`config.mk`:
```
export PLATFORM = sky130hd
export DESIGN_NAME = lcd_bus_arbiter
export DESIGN_NICKNAME = d
export VERILOG_FILES = /design/src/rtl/lcd_bus_arbiter.sv
export SDC_FILE = /design/constraint.sdc
export NUM_CORES = 1
export LEC_CHECK = 0
export ABC_CLOCK_PERIOD_IN_PS = 3500
export BUFFER_PORTS_ARGS = -buffer_cell sky130_fd_sc_hd__buf_4
export CELL_PAD_IN_SITES_DETAIL_PLACEMENT = 1
export CELL_PAD_IN_SITES_GLOBAL_PLACEMENT = 1
export CORE_MARGIN = 5
export CORE_UTILIZATION = 36
export CTS_CLUSTER_DIAMETER = 50
export DETAILED_ROUTE_END_ITERATION = 10
export HOLD_SLACK_MARGIN = 0.05
export PLACE_DENSITY = 0.71
export SLEW_MARGIN = 20
export SYNTH_ARGS = -nofsm -noshare
export SYNTH_HDL_FRONTEND = slang
export SYNTH_SLANG_ARGS = --single-unit
```
`constraint.sdc`:
```
create_clock -name clk_i -period 3.5 [get_ports clk_i]
set_clock_uncertainty 0.15 [all_clocks]
set_input_delay 0.35 -clock clk_i [delete_from_list [all_inputs] [get_ports clk_i]]
set_output_delay 0.35 -clock clk_i [all_outputs]
set_load 0.1 [all_outputs]
```
`src/rtl/lcd_bus_arbiter.sv`:
```
`default_nettype none
// ============================================================================
// Module   : lcd_bus_arbiter
// Brief    : Round-robin sharing of an HD44780 8-bit bus between two requesters,
//            with E-pulse/wait sequencing. Macro LCD_ARB_INIT_EN adds the
//            power-on init sequence; undefined, reset lands directly in IDLE.
// Revision : 1.0 - initial release
// ============================================================================
module lcd_bus_arbiter #(
  parameter int unsigned POWERUP_CYC    = 750000,
  parameter int unsigned INIT_WAIT1_CYC = 250000,
  parameter int unsigned INIT_WAIT2_CYC = 8000,
  parameter int unsigned E_CYC          = 12,
  parameter int unsigned CMD_WAIT_CYC   = 2000,
  parameter int unsigned CLEAR_WAIT_CYC = 82000
) (
  input  logic        clk_i,
  input  logic        rst_ni,
  input  logic [1:0]  req_valid_i,
  input  logic [1:0]  req_rs_i,
  input  logic [15:0] req_data_i,
  output logic [1:0]  req_ready_o,
  output logic [7:0]  lcd_data_o,
  output logic        lcd_e_o,
  output logic        lcd_rs_o,
  output logic        busy_o,
  output logic        init_done_o
);

`ifdef LCD_ARB_INIT_EN
  localparam logic C_INIT_EN = 1'b1;
`else
  localparam logic C_INIT_EN = 1'b0;
`endif

  localparam logic [19:0] C_PWRUP_LIM = 20'(POWERUP_CYC);
  localparam logic [19:0] C_E_LIM     = 20'(E_CYC);
  localparam logic [19:0] C_CMD_LIM   = 20'(CMD_WAIT_CYC);
  localparam logic [19:0] C_CLEAR_LIM = 20'(CLEAR_WAIT_CYC);
  localparam logic [2:0]  C_LAST_INIT = 3'd6;

  typedef enum logic [2:0] {
    S_PWRUP = 3'd0,
    S_IDLE  = 3'd1,
    S_SETUP = 3'd2,
    S_EHIGH = 3'd3,
    S_WAIT  = 3'd4
  } state_t;

  state_t      state_q, state_d;
  logic [19:0] cnt_q, cnt_d;
  logic [2:0]  idx_q, idx_d;
  logic        ptr_q, ptr_d;
  logic        rs_q, rs_d;
  logic [7:0]  data_q, data_d;
  logic        e_q, e_d;
  logic [1:0]  ready_q, ready_d;
  logic        busy_q, busy_d;
  logic        init_done_q, init_done_d;
  logic [19:0] wait_lim;
  logic        gnt;

  function automatic logic [7:0] init_byte(input logic [2:0] idx);
    case (idx)
      3'd0, 3'd1, 3'd2: init_byte = 8'h30;
      3'd3:             init_byte = 8'h38;
      3'd4:             init_byte = 8'h06;
      3'd5:             init_byte = 8'h0C;
      default:          init_byte = 8'h01;
    endcase
  endfunction

  function automatic logic [19:0] init_wait(input logic [2:0] idx);
    case (idx)
      3'd0:             init_wait = 20'(INIT_WAIT1_CYC);
      3'd1, 3'd2:       init_wait = 20'(INIT_WAIT2_CYC);
      3'd3, 3'd4, 3'd5: init_wait = C_CMD_LIM;
      default:          init_wait = C_CLEAR_LIM;
    endcase
  endfunction

  always_ff @(posedge clk_i or negedge rst_ni) begin
    if (!rst_ni) begin
      state_q     <= C_INIT_EN ? S_PWRUP : S_IDLE;
      cnt_q       <= '0;
      idx_q       <= '0;
      ptr_q       <= 1'b1;
      rs_q        <= 1'b0;
      data_q      <= '0;
      e_q         <= 1'b0;
      ready_q     <= '0;
      busy_q      <= C_INIT_EN;
      init_done_q <= ~C_INIT_EN;
    end else begin
      state_q     <= state_d;
      cnt_q       <= cnt_d;
      idx_q       <= idx_d;
      ptr_q       <= ptr_d;
      rs_q        <= rs_d;
      data_q      <= data_d;
      e_q         <= e_d;
      ready_q     <= ready_d;
      busy_q      <= busy_d;
      init_done_q <= init_done_d;
    end
  end

  // Init writes use their own wait table; user writes pick clear/home vs ordinary.
  always_comb begin
    if (!init_done_q)
      wait_lim = init_wait(idx_q);
    else if (!rs_q && (data_q == 8'h01 || data_q == 8'h02))
      wait_lim = C_CLEAR_LIM;
    else
      wait_lim = C_CMD_LIM;
  end

  always_comb begin
    state_d     = state_q;
    cnt_d       = cnt_q;
    idx_d       = idx_q;
    ptr_d       = ptr_q;
    rs_d        = rs_q;
    data_d      = data_q;
    ready_d     = '0;
    init_done_d = init_done_q;
    gnt         = (req_valid_i == 2'b11) ? ~ptr_q : req_valid_i[1];

    case (state_q)
      S_PWRUP: begin
        if (cnt_q == C_PWRUP_LIM) begin
          cnt_d   = '0;
          idx_d   = '0;
          rs_d    = 1'b0;
          data_d  = init_byte(3'd0);
          state_d = S_SETUP;
        end else begin
          cnt_d = cnt_q + 20'd1;
        end
      end
      S_IDLE: begin
        if (|req_valid_i) begin
          ptr_d   = gnt;
          rs_d    = req_rs_i[gnt];
          data_d  = gnt ? req_data_i[15:8] : req_data_i[7:0];
          ready_d = gnt ? 2'b10 : 2'b01;
          state_d = S_SETUP;
        end
      end
      S_SETUP: state_d = S_EHIGH;
      S_EHIGH: begin
        if (cnt_q == C_E_LIM) begin
          cnt_d   = '0;
          state_d = S_WAIT;
        end else begin
          cnt_d = cnt_q + 20'd1;
        end
      end
      S_WAIT: begin
        if (cnt_q == wait_lim) begin
          cnt_d = '0;
          if (init_done_q) begin
            state_d = S_IDLE;
          end else if (idx_q == C_LAST_INIT) begin
            init_done_d = 1'b1;
            state_d     = S_IDLE;
          end else begin
            idx_d   = idx_q + 3'd1;
            rs_d    = 1'b0;
            data_d  = init_byte(idx_q + 3'd1);
            state_d = S_SETUP;
          end
        end else begin
          cnt_d = cnt_q + 20'd1;
        end
      end
      default: state_d = S_IDLE;
    endcase

    e_d    = (state_d == S_EHIGH);
    busy_d = (state_d != S_IDLE);
  end

  assign req_ready_o = ready_q;
  assign lcd_data_o  = data_q;
  assign lcd_rs_o    = rs_q;
  assign lcd_e_o     = e_q;
  assign busy_o      = busy_q;
  assign init_done_o = init_done_q;

endmodule
`default_nettype wire
```
==> out/results.tsv, run 1 <==
stage	metric	value	unit
sta	Hold Violations, Final	0	
worst_setup_path	CP endpoint kind	flip-flop	
worst_setup_path	Worst Setup Path Type	reg -> reg	
cts	CTS max path bufs	2	
detailed_routing	Vias/cell	5.919	
synthesis	synthesized area	0.002932	sq mm
flow_run	maxcap violations	0	
sta	Slew @ Worst Pin	0.8195	ns
floorplan	Site Rows	33	
cts	Sink Count	41	
cells_and_area	area delta synth->final	16.35	%
detailed_routing	post-route antenna net violation count	0	
worst_setup_path	CP Max Fanout	11	
synthesis	register area share after synthesis	35.13	%
pwr	Comb power frac	4.8	%
worst_setup_path	CP max-delay cell	dfrtp_1	
worst_setup_path	CP arrival	3.18	ns
sta	final worst slack	0.3384	ns
synthesis	main combinational cell family by area after synthesis	simple AND/OR/NAND/NOR gates	
global_routing	largest net degree at the start of global routing	42	
synthesis	mux contribution to synthesized area	7.682	%
pwr	reported net switching power	198.6	uW
global_routing	global-route wire length before repair	15.50	mm
cts	Worst-Skew Late Latency	0.31	ns
synthesis	Synth Net Count	361	
place	Port-buffer cells	35	
global_routing	grt total ovfl	0	
worst_setup_path	Required @ worst endpoint	3.52	ns
synthesis	Synth Flop Type	dfrtp_1	
cts	CTS root buf	clkbuf_8	
synthesis	Post-Synth Adder-Cell Area	3.414	%
sta	minimum clock period	3.162	ns
floorplan	Die X	100.2	um
synthesis	Post-synth EDFFs	0	
sta	Max-slew headroom	44.86	%
sta	Final Max Tran Viols	0	
cts	Setup Buffers After CTS	0	
worst_setup_path	delay-heaviest family, CP	compound AO/OA/AOI/OAI gates	
worst_setup_path	CP Launch Type	flip-flop	
floorplan	core region area	0.008093	sq mm
cells_and_area	Fillers	962	
cts	htree depth	2	
pwr	PD cells	250.3	mW/mm^2
floorplan	initial core utilization	36.22	%
detailed_routing	via count	2776	
sta	maximum clock frequency	316.3	MHz
sta	RSZ-0062 raised after global routing	false	
cells_and_area	layout cell share with drive strength beyond 1	20.60	%
synthesis	Yosys cell types	65	
sta	crit share post-route	90.33	%
global_routing	total track usage	19.31	%
floorplan	Die Y	100.2	um
detailed_routing	initial DRC count	143	
synthesis	Synth Instances	331	
place	dpl hpwl	7.039	mm
detailed_routing	number of remaining DRC errors	0	
floorplan	Die Area	0.01005	sq mm
cts	CTS tree	built	
place	routability congestion estimate	0.8318	
pwr	peak supply drop	0.1772	mV
worst_setup_path	crit-path cells	inv_1 > ha_1 > nor2_1 > nor4b_1 > o22ai_2 > nor3_2 > a41oi_2 > a21oi_2 > buf_4 > o21ai_0	
pwr	leakage	0.001505	uW
cts	CTS clk-pin slew, worst paths	0.09	ns
synthesis	FFs w/ async S/R, synth	100.0	%
place	setup slack at placement	0.3262	ns
worst_setup_path	slowest stage delay, CP	0.45	ns
cts	cts repair resizes	0	
synthesis	simple-gate share of the synthesized area	25.35	%
cells_and_area	Final Non-Filler Cells	469	
synthesis	Seq cells post-synth	41	
sta	sum of negative setup slack	0	ns
cells_and_area	Antenna Cells	0	
cts	cts bufs inserted	5	
synthesis	YS warnings	0	
pwr	internal power	655.2	uW
detailed_routing	wire length per cell	19.79	um
detailed_routing	first-pass detailed-route iteration total	5	
detailed_routing	DRT Wirelength	9.283	mm
sta	Final setup viols	0	
global_routing	vias in the first global route	3037	
status	run status	complete, no violations	
min_path	min-delay worst type	in -> reg	
pwr	sw frac	23.26	%
floorplan	Boundary Pins	36	
place	Placed Instances	460	
pwr	part of the power in registers	55.4	%
synthesis	Synth Area in XOR/XNOR	2.390	%
cells_and_area	NumNets Final	393	
synthesis	Avg Inst Size Synth	8.857	sq um
worst_setup_path	worst path bufs/invs	2	
synthesis	Synth Area in Compound Gates	21.94	%
global_routing	initial antenna violation count	0	
pwr	Clk pwr share	39.8	%
-- cells in the final DEF, fill, tap and decap left out, types with 2 or more instances in the layout --
cell / count
buf_4: 43
dfrtp_1: 38
nand2_1: 31
nor2_1: 27
nand3_1: 17
o21ai_0: 15
a21oi_1: 12
mux2i_1: 12
inv_1: 11
a31oi_1: 10
nand4_1: 9
o31ai_1: 9
nor3_1: 8
and3_1: 8
ha_1: 8
mux2_4: 7
o22ai_1: 6
clkbuf_8: 6
xor2_1: 5
nor4_1: 5
and2_1: 5
or3_1: 5
nor4b_1: 3
a31o_2: 3
o211a_1: 3
o32ai_1: 3
o2bb2ai_1: 3
o221ai_1: 3
xnor2_1: 3
dfstp_2: 3
nor2b_1: 2
nand2b_1: 2
or2_2: 2
a211oi_1: 2
a41oi_1: 2
-- through the flow --
stage          util (%)  instance area, sq um  hold WS, ns  power (uW)
2_1_floorplan         -                  2932     -0.09559       492.1
3_3_place_gp      40.86                  3307       0.2206       522.1
3_5_place_dp      40.86                  3307       0.2279       523.4
4_1_cts           42.15                  3411       0.1750       861.8
5_1_grt           42.15                  3411       0.2139       889.6
6_report          42.15                  3411       0.1791       853.8
-- cell type report --
type / instances / area, sq um / area share [%]
multi-input cells: 260 / 1782 / 52.24
flip-flops and latches: 41 / 1030 / 30.19
repair buffers: 44 / 332.8 / 9.758
well taps: 105 / 131.4 / 3.852
clock buffers: 7 / 86.33 / 2.531
inverters: 11 / 41.29 / 1.211
clock inverters: 1 / 7.507 / 0.2201
-- power groups by stage --
stage / Sequential, uW / Combinational, uW / Clock, uW
2_1_floorplan: 483 / 9.24 / 0
6_report: 473 / 40.6 / 340
3_5_place_dp: 483 / 40.7 / 0
5_1_grt: 473 / 45.4 / 371
3_3_place_gp: 483 / 39.5 / 0
4_1_cts: 473 / 41.7 / 347
-- state kept, by name, indices dropped and copies added (netlist names) --
name         cells
init_done_o      1
lcd_e_o          1
state_q          3
ptr_q            1
lcd_data_o       8
cnt_q           20
req_ready_o      2
idx_q            3
busy_o           1
lcd_rs_o         1
-- layer usage --
metal	up-vias	GRT usage [%]	share of wire, %
met5	-	0	0
met4	0	6.321	1.7
met3	12	3.683	5.6
met2	79	34.40	50
met1	1379	23.25	43
li1	1306	-	-
-- worst reg2reg max path, stage by stage, from the launching register on --
cell     delay (ns)
dfrtp_1        0.45
inv_1          0.13
ha_1           0.36
nor2_1         0.18
nor4b_1        0.33
o22ai_2        0.14
nor3_2         0.31
a41oi_2        0.32
a21oi_2        0.29
buf_4          0.22
o21ai_0        0.13
-- synth_stat cells (8+ instances only) --
| master | number | area [sq um] |
|---|---|---|
| nand3_1 | 17 | 85.08 |
| a31oi_1 | 10 | 62.56 |
| nand2_1 | 31 | 116.4 |
| inv_1 | 11 | 41.29 |
| nand4_1 | 9 | 56.30 |
| ha_1 | 8 | 100.1 |
| o31ai_1 | 9 | 67.56 |
| nor3_1 | 8 | 40.04 |
| and3_1 | 8 | 50.05 |
| o21ai_0 | 15 | 75.07 |
| mux2i_1 | 12 | 120.1 |
| nor2_1 | 27 | 101.4 |
| a21oi_1 | 12 | 60.06 |
| dfrtp_1 | 38 | 950.9 |
| clkbuf_1 | 15 | 56.30 |
-- final timing paths --
path	startpoint	to	slack (ns)	cells past startpoint
max in group asynchronous	rst_ni	state_q[0]$_DFF_PN1_	2.36	2
min reg2reg	ptr_q$_DFFE_PN1P_	ptr_q$_DFFE_PN1P_	0.37	1
max reg2reg	idx_q[0]$_DFFE_PN0P_	cnt_q[3]$_DFFE_PN0P_	0.34	10
min	req_data_i[6]	lcd_data_o[6]$_DFFE_PN0P_	0.18	3
min in group asynchronous	rst_ni	lcd_data_o[1]$_DFFE_PN0P_	0.43	2
max	idx_q[0]$_DFFE_PN0P_	cnt_q[3]$_DFFE_PN0P_	0.34	10
-- cells by family after synthesis --
kind of cell	count (synthesis)
AND/OR/NAND/NOR	137
AO/OA/AOI/OAI	88
flip-flops	41
buffers and inverters	30
multiplexers	19
XOR/XNOR	8
adder cells (fa/ha/maj)	8
-- what timing repair did --
action / 4_1_cts / 5_1_grt
setup endpoints to repair: 0 / 0
hold buffers: 1 / 0
endpoints found under the hold margin: 38 / 0
Power figures use the tool's default switching activity.
==> run 2: changes to the inputs <==
--- a/config.mk
+++ b/config.mk
@@ -5,6 +5,7 @@
 export SDC_FILE = /design/constraint.sdc
 export NUM_CORES = 1
 export LEC_CHECK = 0
+export ABC_AREA = 1
 export ABC_CLOCK_PERIOD_IN_PS = 3500
 export BUFFER_PORTS_ARGS = -buffer_cell sky130_fd_sc_hd__buf_4
 export CELL_PAD_IN_SITES_DETAIL_PLACEMENT = 1
@@ -14,7 +15,8 @@
 export CTS_CLUSTER_DIAMETER = 50
 export DETAILED_ROUTE_END_ITERATION = 10
 export HOLD_SLACK_MARGIN = 0.05
-export PLACE_DENSITY = 0.71
+export PLACE_DENSITY = 0.74
+export SKIP_CTS_REPAIR_TIMING = 1
 export SLEW_MARGIN = 20
 export SYNTH_ARGS = -nofsm -noshare
 export SYNTH_HDL_FRONTEND = slang
==> run 2 against run 1 <==
Sequential power is essentially flat. Utilization increased by 1.3 points. Total power increased by 6.3%. Die area shrank 1.2%. Synthesized area down 1.3%. Hold slack better by 0.019 ns. Synthesized cell count is 26% higher. Critical path depth increased by 5. Sequential share of layout area rose by 0.31 points. Global-route usage fell by 1.2 points. Cell count grew 19%. Routed wire length shrank 6.9%. Critical path type unchanged. Critical endpoint is now cnt_q[4]$_DFFE_PN0P_.
==> out/results.tsv, run 2 <==
stage	metric	value	unit
synthesis	Synth Net Count	446	
status	run status	complete, no violations	
cells_and_area	Antenna Cells	0	
synthesis	Avg Inst Size Synth	6.954	sq um
pwr	Comb power frac	4.1	%
min_path	min-delay worst type	in -> reg	
detailed_routing	post-route antenna net violation count	0	
pwr	part of the power in registers	52.3	%
synthesis	Synth Flop Type	dfrtp_1	
sta	Max-slew headroom	63.14	%
worst_setup_path	slowest stage delay, CP	0.44	ns
sta	Final Max Tran Viols	0	
worst_setup_path	reg2reg path depth	15	
pwr	leakage	0.001689	uW
cells_and_area	Reg with most FFs	cnt_q	
detailed_routing	first-pass detailed-route iteration total	4	
min_path	hold depth	3	
sta	Hold Violations, Final	0	
synthesis	ranking of synthesized cells by area	dfrtp_1 33%, nand2_1 13%, inv_1 7.8%	
worst_setup_path	Crit path top cell by count	nand2_1	
floorplan	Die X	99.64	um
global_routing	global-route wire length before repair	14.39	mm
synthesis	synthesized area	0.002893	sq mm
worst_setup_path	CP Launch Type	flip-flop	
cts	CTS tree	built	
cells_and_area	Final Non-Filler Cells	557	
cts	Worst-Skew Late Latency	0.30	ns
pwr	peak supply drop	0.1349	mV
floorplan	Site Rows	32	
place	Port-buffer cells	35	
synthesis	Yosys top cell area share	32.87	%
synthesis	top post-synthesis cells by count	104 x nand2_1, 60 x inv_1, 51 x nor2_1	
synthesis	Post-synth EDFFs	0	
synthesis	Yosys top cell by area	dfrtp_1	
worst_setup_path	CP arrival	2.67	ns
global_routing	total track usage	18.08	%
synthesis	Seq cells post-synth	41	
detailed_routing	initial DRC count	112	
synthesis	YS warnings	0	
cells_and_area	Fillers	1015	
sta	Slew @ Worst Pin	0.5529	ns
sta	minimum clock period	2.658	ns
cells_and_area	most common cell after layout, fill and taps aside	nand2_1	
floorplan	Die Y	99.64	um
synthesis	top-count cell post-synth	nand2_1	
sta	sum of negative setup slack	0	ns
synthesis	register area share after synthesis	35.60	%
cells_and_area	area of the multi-input gates	0.001583	sq mm
cells_and_area	Seq. cell area	0.001030	sq mm
detailed_routing	DRT Wirelength	8.647	mm
detailed_routing	number of remaining DRC errors	0	
place	routability congestion estimate	0.9028	
cells_and_area	layout cell share with drive strength beyond 1	16.26	%
cts	cts bufs inserted	5	
pwr	sw frac	22.20	%
pwr	Clk pwr share	43.6	%
cells_and_area	commonest non-fill, non-tap cells in the layout	104 x nand2_1, 60 x inv_1, 51 x nor2_1	
cts	CTS root buf	clkbuf_8	
worst_setup_path	CP endpoint kind	flip-flop	
worst_setup_path	Required @ worst endpoint	3.52	ns
place	dpl hpwl	6.820	mm
worst_setup_path	CP Max Fanout	16	
detailed_routing	via count	2811	
sta	Final setup viols	0	
place	Placed Instances	548	
cells_and_area	max reg flops	20	
detailed_routing	wire length per cell	15.52	um
pwr	reported net switching power	201.5	uW
worst_setup_path	Worst Setup Path Type	reg -> reg	
pwr	PD cells	268.9	mW/mm^2
floorplan	initial core utilization	37.24	%
floorplan	Die Area	0.009928	sq mm
global_routing	initial antenna violation count	0	
pwr	internal power	706.2	uW
cells_and_area	NumNets Final	484	
worst_setup_path	CP max-delay cell	dfrtp_1	
sta	RSZ-0062 raised after global routing	false	
global_routing	largest net degree at the start of global routing	42	
cts	Sink Count	41	
cts	CTS clk-pin slew, worst paths	0.09	ns
synthesis	Yosys cell types	38	
cts	CTS max path bufs	2	
global_routing	vias in the first global route	2937	
worst_setup_path	crit-path cells	inv_1 > ha_1 > nor2_1 > nor2_1 > inv_1 > nand2_1 > nor2_1 > nand2_1 > nand3_1 > a21oi_2 > nand2_1 > nand2_2 > nand3_4 > nand2_1 > o21ai_0	
cells_and_area	fin util	43.46	%
global_routing	grt total ovfl	0	
floorplan	core region area	0.007767	sq mm
floorplan	Boundary Pins	36	
flow_run	maxcap violations	0	
cells_and_area	area delta synth->final	16.70	%
cts	htree depth	2	
sta	maximum clock frequency	376.3	MHz
detailed_routing	Vias/cell	5.047	
sta	crit share post-route	75.94	%
synthesis	Synth Instances	416	
synthesis	FFs w/ async S/R, synth	100.0	%
-- run 2: per-stage QoR --
step	cell area, sq um	hold slack [ns]	setup WS [ns]	power (uW)
global placement	3254	0.2258	0.9849	520.5
finish	3376	0.1981	0.8423	907.7
global route	3376	0.2175	0.5732	943.2
floorplan	2893	-0.09559	0.9949	491.0
CTS	3366	-0.1047	0.8200	920.8
detailed placement	3254	0.2307	0.8386	521.5
-- run 2: final cells by class --
class / instances / area share (%)
timing repair buffer: 38 / 8.525
multi-input combinational: 305 / 46.89
sequential: 41 / 30.50
clock buffer: 6 / 2.150
clock inverter: 2 / 1.149
tap: 102 / 3.781
inverter: 63 / 7.005
-- run 2: logic make-up after synthesis --
logic type / after synthesis / share of synthesized area (%)
simple gates: 230 / 36.46
xor+xnor: 7 / 2.119
fa+ha+maj: 8 / 3.460
compound gates: 60 / 12.67
flops: 41 / 35.60
buf+inv: 70 / 9.689
-- run 2: power groups by stage --
stage,Combinational [uW],Clock [uW],Sequential (uW)
4_1_cts,37.1,409,475
3_5_place_dp,37.2,0,484
2_1_floorplan,6.61,0,484
3_3_place_gp,36.2,0,484
6_report,37.0,396,475
5_1_grt,41.6,426,475
-- run 2: metal layers --
| layer | vias to the layer above | global-route usage, % | part of all wire [%] |
|---|---|---|---|
| met4 | 0 | 4.412 | 1.3 |
| met5 | - | 0 | 0 |
| met1 | 1369 | 23.30 | 48 |
| met2 | 21 | 31.92 | 49 |
| met3 | 10 | 2.454 | 1.7 |
| li1 | 1411 | - | - |
-- run 2: worst max-delay path, delay by kind of cell, from the launching register on --
kind,cells,cell delay (ns)
AO/OA/AOI/OAI,2,0.31
buffers and inverters,2,0.27
AND/OR/NAND/NOR,10,1.09
flip-flops,1,0.44
adder cells (fa/ha/maj),1,0.24
-- run 2: final timing paths --
kind                                                start                   endpoint  slack [ns]
worst max-delay path                 idx_q[0]$_DFFE_PN0P_       cnt_q[4]$_DFFE_PN0P_        0.84
worst min-delay path                        req_data_i[6]  lcd_data_o[6]$_DFFE_PN0P_        0.20
worst max register to register       idx_q[0]$_DFFE_PN0P_       cnt_q[4]$_DFFE_PN0P_        0.84
worst min register to register  lcd_data_o[2]$_DFFE_PN0P_  lcd_data_o[2]$_DFFE_PN0P_        0.36
max in group asynchronous                          rst_ni       state_q[0]$_DFF_PN1_        2.40
min in group asynchronous                          rst_ni  lcd_data_o[6]$_DFFE_PN0P_        0.42
